## config.mk

```make
export PLATFORM = sky130hd
export DESIGN_NAME = daq_event_builder
export DESIGN_NICKNAME = d
export VERILOG_FILES = /design/src/rtl/daq_pkg.sv /design/src/rtl/daq_event_builder.sv
export SDC_FILE = /design/constraint.sdc
export NUM_CORES = 1
export LEC_CHECK = 0
export CAP_MARGIN = 30
export CORE_ASPECT_RATIO = 0.7
export CORE_UTILIZATION = 45
export CTS_CLUSTER_DIAMETER = 100
export DETAILED_ROUTE_END_ITERATION = 8
export PLACE_DENSITY_LB_ADDON = 0.2
export RECOVER_POWER = 50
export REMOVE_ABC_BUFFERS = 1
export SKIP_CTS_REPAIR_TIMING = 1
export SYNTH_ARGS = -nofsm -noshare
export SYNTH_HDL_FRONTEND = slang
export SYNTH_SLANG_ARGS = --single-unit
```

## constraint.sdc

```tcl
create_clock -name clk -period 5.2 [get_ports clk]
set_input_delay 1.56 -clock clk [delete_from_list [all_inputs] [get_ports clk]]
set_output_delay 1.56 -clock clk [all_outputs]
set_load 0.05 [all_outputs]
```

## src/rtl/daq_pkg.sv

```systemverilog
// Shared constants, state encoding and word-building helpers for the DAQ event builder.
package daq_pkg;

    localparam int EVT_W   = 24;
    localparam int WC_W    = 20;
    localparam int SRC_W   = 12;
    localparam int OVF_BIT = 3;

    localparam logic [3:0] HDR_MARK = 4'h5;
    localparam logic [3:0] TRL_MARK = 4'hA;

    // HEADER_WAIT is reserved; the FSM never enters it on purpose.
    typedef enum logic [1:0] {
        ST_IDLE        = 2'd0,
        ST_HEADER_WAIT = 2'd1,
        ST_PAYLOAD     = 2'd2,
        ST_TRAILER     = 2'd3
    } state_t;

    function automatic logic [63:0] make_header(input logic [EVT_W-1:0] evt,
                                                input logic [SRC_W-1:0] src);
        return {HDR_MARK, 4'h0, evt, 12'h000, src, 8'h00};
    endfunction

    function automatic logic [63:0] make_trailer(input logic [WC_W-1:0] wc,
                                                 input logic ovf);
        logic [63:0] w;
        w          = {TRL_MARK, 4'h0, 4'h0, wc, 16'h0000, 12'h000, 4'h0};
        w[OVF_BIT] = ovf;
        return w;
    endfunction

    // Word count saturates rather than wrapping so a huge event never reports a tiny count.
    function automatic logic [WC_W-1:0] wc_inc(input logic [WC_W-1:0] wc);
        if (wc == {WC_W{1'b1}}) begin
            return wc;
        end else begin
            return wc + WC_W'(1);
        end
    endfunction

endpackage

```

## src/rtl/daq_event_builder.sv

```systemverilog
// Packs 32-bit stream beats into 64-bit words and frames each event with header/trailer.
module daq_event_builder
    import daq_pkg::*;
#(
    parameter logic [11:0] SOURCE_ID   = 12'h001,
    parameter int          MAX_PAYLOAD = 4096
) (
    input  logic        clk,
    input  logic        reset,
    input  logic [31:0] s_axis_tdata,
    input  logic        s_axis_tvalid,
    input  logic        s_axis_tlast,
    output logic        s_axis_tready,
    output logic [63:0] daq_data,
    output logic        daq_valid,
    output logic        daq_header,
    output logic        daq_trailer,
    input  logic        daq_ready,
    input  logic        daq_almost_full,
    output logic [23:0] evt_count
);

    localparam logic [31:0] MAX_PAY_U = 32'(MAX_PAYLOAD);

    state_t             state_q, state_d;
    logic [31:0]        hi_q, hi_d;
    logic               half_q, half_d;
    logic [31:0]        pay_cnt_q, pay_cnt_d;
    logic [WC_W-1:0]    wc_q, wc_d;
    logic               ovf_q, ovf_d;
    logic [EVT_W-1:0]   evt_num_q, evt_num_d;
    logic [63:0]        data_q, data_d;
    logic               valid_q, valid_d;
    logic               hdr_q, hdr_d;
    logic               trl_q, trl_d;
    logic               can_send_s;
    logic               accept_s;

    // Next-state, packing and framing decisions for the single event FSM.
    always_comb begin
        state_d       = state_q;
        hi_d          = hi_q;
        half_d        = half_q;
        pay_cnt_d     = pay_cnt_q;
        wc_d          = wc_q;
        ovf_d         = ovf_q;
        evt_num_d     = evt_num_q;
        data_d        = 64'h0;
        valid_d       = 1'b0;
        hdr_d         = 1'b0;
        trl_d         = 1'b0;
        s_axis_tready = 1'b0;
        can_send_s    = daq_ready & ~daq_almost_full;
        accept_s      = s_axis_tvalid & can_send_s;

        case (state_q)
            ST_IDLE: begin
                if (accept_s) begin
                    valid_d = 1'b1;
                    hdr_d   = 1'b1;
                    data_d  = make_header(evt_num_q, SOURCE_ID);
                    wc_d    = WC_W'(1);
                    state_d = ST_PAYLOAD;
                end else begin
                    state_d = ST_IDLE;
                end
            end
            ST_PAYLOAD: begin
                s_axis_tready = can_send_s;
                if (accept_s && !half_q && !s_axis_tlast) begin
                    hi_d   = s_axis_tdata;
                    half_d = 1'b1;
                end else if (accept_s) begin
                    // A completed word: either a full pair or a zero-padded last half.
                    if (half_q) begin
                        data_d = {hi_q, s_axis_tdata};
                    end else begin
                        data_d = {s_axis_tdata, 32'h0};
                    end
                    half_d = 1'b0;
                    if (pay_cnt_q < MAX_PAY_U) begin
                        valid_d   = 1'b1;
                        pay_cnt_d = pay_cnt_q + 32'd1;
                        wc_d      = wc_inc(wc_q);
                    end else begin
                        // Dropped word still consumes the beats so the source keeps draining.
                        data_d = 64'h0;
                        ovf_d  = 1'b1;
                    end
                    if (s_axis_tlast) begin
                        state_d = ST_TRAILER;
                    end else begin
                        state_d = ST_PAYLOAD;
                    end
                end else begin
                    state_d = ST_PAYLOAD;
                end
            end
            ST_TRAILER: begin
                if (can_send_s) begin
                    valid_d   = 1'b1;
                    trl_d     = 1'b1;
                    data_d    = make_trailer(wc_inc(wc_q), ovf_q);
                    evt_num_d = evt_num_q + EVT_W'(1);
                    wc_d      = '0;
                    pay_cnt_d = 32'd0;
                    ovf_d     = 1'b0;
                    half_d    = 1'b0;
                    hi_d      = 32'h0;
                    state_d   = ST_IDLE;
                end else begin
                    state_d = ST_TRAILER;
                end
            end
            ST_HEADER_WAIT: begin
                state_d = ST_IDLE;
            end
            default: begin
                state_d = ST_IDLE;
            end
        endcase
    end

    // State and registered DAQ outputs; reset abandons any partial event.
    always_ff @(posedge clk) begin
        if (reset) begin
            state_q   <= ST_IDLE;
            hi_q      <= 32'h0;
            half_q    <= 1'b0;
            pay_cnt_q <= 32'd0;
            wc_q      <= '0;
            ovf_q     <= 1'b0;
            evt_num_q <= '0;
            data_q    <= 64'h0;
            valid_q   <= 1'b0;
            hdr_q     <= 1'b0;
            trl_q     <= 1'b0;
        end else begin
            state_q   <= state_d;
            hi_q      <= hi_d;
            half_q    <= half_d;
            pay_cnt_q <= pay_cnt_d;
            wc_q      <= wc_d;
            ovf_q     <= ovf_d;
            evt_num_q <= evt_num_d;
            data_q    <= data_d;
            valid_q   <= valid_d;
            hdr_q     <= hdr_d;
            trl_q     <= trl_d;
        end
    end

    assign daq_data    = data_q;
    assign daq_valid   = valid_q;
    assign daq_header  = hdr_q;
    assign daq_trailer = trl_q;
    assign evt_count   = evt_num_q;

endmodule

```

Word-level counts from Yosys, hierarchy flattened --
Cells that the tools add are included.
Storage, ports and cells: flip-flop bits (word level) 179, input bits 38, output and inout port bits 92, logic and storage cells 89
Cells by class: $add $sub $neg 3, order comparisons 1, equality and inequality tests 12, mux-type cells 42, bitwise logic cells 5, reductions and logical operators 15
Operators by type and width (count):
- $mux 64 | 5
- $pmux 64 s3 | 1
- $mux 32 | 5
- $pmux 32 s2 | 2
- $mux 20 | 6
- $mux 63 | 1
- $pmux 20 s3 | 1
- $add 32x1->32 const B | 1
- $lt 32x13->1 const B | 1
- $add 24x1->24 const B | 1
- $add 20x1->20 const B | 1
- $eq 20x20->1 const B | 1
- $ne 2x2->1 const B | 7
- $mux 1 | 13
- $reduce_and 5->1 | 2
- $mux 2 | 4
- $pmux 2 s4 | 1
- $reduce_and 3->1 | 2
- $reduce_and 6->1 | 1
- $eq 2x2->1 const B | 2
- $pmux 1 s2 | 2
- $reduce_or 2->1 | 2
- $ne 3x3->1 const B | 1
- $not 1->1 | 3
- 9 further kinds | 12

Depth between registers and ports, before layout --
depth after elaboration 7, gate-level depth with buffers 8, depth with buffers taken out 7

Worst setup path before layout --
No wires, ideal clock.
path kind in2out, start input port daq_almost_full, end output port s_axis_tready, arrival time 2347 ps, required time 3640 ps, slack 1293 ps, stages 2, path through nand2b_1 > nor2_1
On the way: cells in the longest elaborated chain, start to end 3
Ends and longest elaborated chain:
- from (decl) | RTL line daq_event_builder.sv:19 | input logic daq_almost_full,
- $not 1->1 | RTL line daq_event_builder.sv:53 | can_send_s = daq_ready & ~daq_almost_full;
- $and 1x1->1 | RTL line daq_event_builder.sv:53
- $mux 1 | RTL line daq_event_builder.sv:56 | case (state_q)
- to (decl) | RTL line daq_event_builder.sv:13 | output logic s_axis_tready,
Every way passes these cells.

Worst setup path in the final report --
start input port daq_ready, end register pay_cnt_q[5]
On the way: cells in the longest elaborated chain, start to end 6, elaborated cells between the ends (all ways) 8, those cells by class 3 x eq/ne; 2 x bitwise; 3 x reduce/logical
Ends and longest elaborated chain:
- from (decl) | RTL line daq_event_builder.sv:18 | input logic daq_ready,
- $and 1x1->1 (*) | RTL line daq_event_builder.sv:53
- $and 1x1->1 | RTL line daq_event_builder.sv:54 | accept_s = s_axis_tvalid & can_send_s;
- $logic_and 1x1->1 (2 in a row) | RTL line daq_event_builder.sv:70 | if (accept_s && !half_q && !s_axis_tlast) begin
- $ne 2x2->1 (no line)
- $reduce_and 5->1 (no line) (*)
- to (signal assigned) | RTL line daq_event_builder.sv:142 | pay_cnt_q <= pay_cnt_d;
- to (decl) | RTL line daq_event_builder.sv:28 | logic [31:0] pay_cnt_q, pay_cnt_d;
Mark *: on every way between the ends. The rest lies on a longest branch, timed or not. A chain may end at the register's enable or synchronous reset.

==> flow_summary_export.csv <==
group,metric,value,unit
routing,viasPerCell,5.34,
placed_design,detailed_place_hpwl,12.1,mm
clock_tree,clock_path_buffers,2,
global_routing,grt_max_degree,77,
finish,fill_cells,1359,
die,core-area,0.0157,mm2
die,start_util,0.467,
sta,rsz0062_at_grt,"no",
die,die_area,0.0168,mm2
power,p_leak,3.53,nW
synth,yosys_warnings,0,
worst_setup_path,start_kind,"primary input",
sta,fin_skew,8.64,ps
global_routing,grt_first_pass_wirelength,29.3,mm
sta,tns,0,ps
die,dieWidth,155,um
finish,diodes,0,
placed_design,gp_congestion,0.882,
routing,wire_per_inst,15.9,um
placed_design,place_area,0.00881,mm2
clock_tree,path_clk_slew,70,ps
finish,final_util,0.598,
sta,finalCriticalPeriod,4270,ps
sta,hold_viol_final,0,
clock_tree,root_buffer,"clkbuf_16",
routing,met3WireLength,1.41,mm
finish,drive_gt1_frac,0.0964,
sta,max_freq,234,MHz
synth,synth_async_sr_flop_share,0,
routing,topRoutingLayerUsed,"met5",
routing,dr.pass1.iters,5,
routing,vias,6101,
synth,synth_seq_cells,179,
job,maxCapViolations,2,
routing,drcViolationCount,0,
finish,final_area,0.00942,mm2
power,vdd_drop_max,0.232,mV
synth,syn-cell-area,0.00734,mm2
global_routing,gr-usage-all-layers,0.222,
worst_setup_path,critical_path_class,"primary input to flip-flop",
sta,fin_crit_sh,0.821,
sta,postLayoutSetupSlackWorst,930,ps
status,status,"complete, but fails checks",
finish,nets,952,
hold_path,min-delay-path-class,"flip-flop to flip-flop",
routing,wl,18.2,mm
synth,synth_edf_count,0,
sta,finalSetupViolations,0,
power,powerDensity,306,mW/mm2
clock_tree,cts_made_buffers,17,
die,io_pins,130,
worst_setup_path,cp-end-kind,"flip-flop",
routing,ant_nets,0,
die,die_y,109,um
worst_setup_path,cp.arrival,4580,ps
global_routing,antenna_found_initial,1,
status,violations,"max-capacitance violations, max-slew violations",
placed_design,dpl_worst_slack,996,ps
global_routing,overflow,0,
finish,syn_to_final_growth,28.3,%
routing,route.met2.wl,7.34,mm
clock_tree,htreeDepth,4,
synth,syn_area_per_cell,9.19,um2
placed_design,io_buffers,129,
synth,yosys_most_used_dff,"dfxtp_1",
clock_tree,clock_sinks,179,
global_routing,grt_pass1_vias,5561,
routing,drt_iter0_markers,482,
routing,wl_met1,9.21,mm
power,total_power,2.88,mW
worst_setup_path,cp_data_required_time,5510,ps
worst_setup_path,cp_max_fo,39,
placed_design,dp_cells,1112,
finish,multi_input_comb_area,0.00352,mm2
synth,yosysSeqAreaShare,0.488,
synth,ys_types,65,
sta,slew_headroom,-0.0924,
sta,whs,460,ps
finish,fin_cells,1143,
finish,regArea,0.00358,mm2
synth,synth_cells,799,
clock_tree,clock_latency,430,ps
clock_tree,cts_tree,"done",
die,rows,38,
sta,tightest_slew,1640,ps
sta,drv_slew,70,
==> report_power, final <==
part           internal, mW  switching, mW
clock                 0.828          0.559
combinational        0.0489         0.0650
sequential             1.37        0.00488
==> sequential cells by signal, summed over array words and instances (netlist names) <==
signal	flops
daq_data	64
hi_q	32
daq_trailer	1
ovf_q	1
evt_count	24
wc_q	20
half_q	1
pay_cnt_q	32
daq_header	1
daq_valid	1
state_q	2
==> worst max-delay path, cell delays in order <==
cell and delay [ps]:
dlygate4sd3_1 600, and3b_1 270, and3_1 1290, or2_1 460, or4_1 200, xor2_1 140, nor2_1 50
==> synth_stat cells (6+ instances only) <==
| cell type | n | area (um2) |
|---|---|---|
| xor2_1 | 18 | 158 |
| nor2_1 | 113 | 424 |
| nand4_1 | 10 | 62.6 |
| nor4_1 | 7 | 43.8 |
| xnor2_1 | 27 | 236 |
| nor3_1 | 17 | 85.1 |
| inv_1 | 15 | 56.3 |
| and3_1 | 6 | 37.5 |
| buf_2 | 8 | 40.0 |
| mux2_2 | 27 | 304 |
| nand3_1 | 33 | 165 |
| nand2_1 | 40 | 150 |
| dfxtp_1 | 179 | 3580 |
| o21ai_0 | 19 | 95.1 |
| clkbuf_1 | 35 | 131 |
| and2_1 | 47 | 294 |
| o21ai_1 | 8 | 40.0 |
| o22ai_1 | 6 | 37.5 |
| a21oi_1 | 35 | 175 |
| a22oi_1 | 57 | 428 |
==> metal layers <==
layer  vias up  global-route usage
met2       210               0.322
li1       3036                   -
met4         2              0.0615
met1      2832               0.327
met3        21              0.0529
met5         -                   0
==> placed cells by master (no fill, tap or decap), types with 5 or more instances in the layout <==
master	instances
or4_1	5
o22ai_1	6
nand3_1	33
o21ai_1	7
and2_1	38
mux2i_1	5
a22oi_1	57
inv_1	15
a21oi_1	35
xor2_1	18
o31ai_1	5
xnor2_1	27
o21ai_0	20
dlygate4sd3_1	69
and2_0	9
nand4_1	10
clkdlybuf4s50_1	58
nand2_1	40
nor2_1	112
dfxtp_1	178
nor3_1	16
mux2_2	27
clkbuf_16	17
buf_4	8
a31oi_1	5
nor4_1	7
and3_1	6
==> cell type report <==
cell class,instances,share of cell area
inverter,15,0.00598
sequential,179,0.381
clock inverter,12,0.0206
multi-input combinational,559,0.373
tap,220,0.0292
clock buffer,19,0.0470
timing repair buffer,139,0.143
==> kinds of logic (layout without fill, tap and decap cells) <==
logic type      count (synthesis)  in the layout  synth area share
compound gates                157            157             0.141
xor+xnor                       45             45            0.0537
fa+ha+maj                       3              3           0.00511
buf+inv                        61            185            0.0332
flops                         179            179             0.488
mux                            32             32            0.0482
simple gates                  322            322             0.230
==> path summary, 6_finish.rpt <==
check                startpoint            end  slack [ps]  cells after the start
setup / recovery      daq_ready   pay_cnt_q[5]         930                      7
hold / removal    pay_cnt_q[20]  pay_cnt_q[20]         460                      1
setup reg to reg         half_q   pay_cnt_q[5]        1750                      6
hold reg to reg   pay_cnt_q[20]  pay_cnt_q[20]         460                      1
Power figures use the tool's default switching activity.
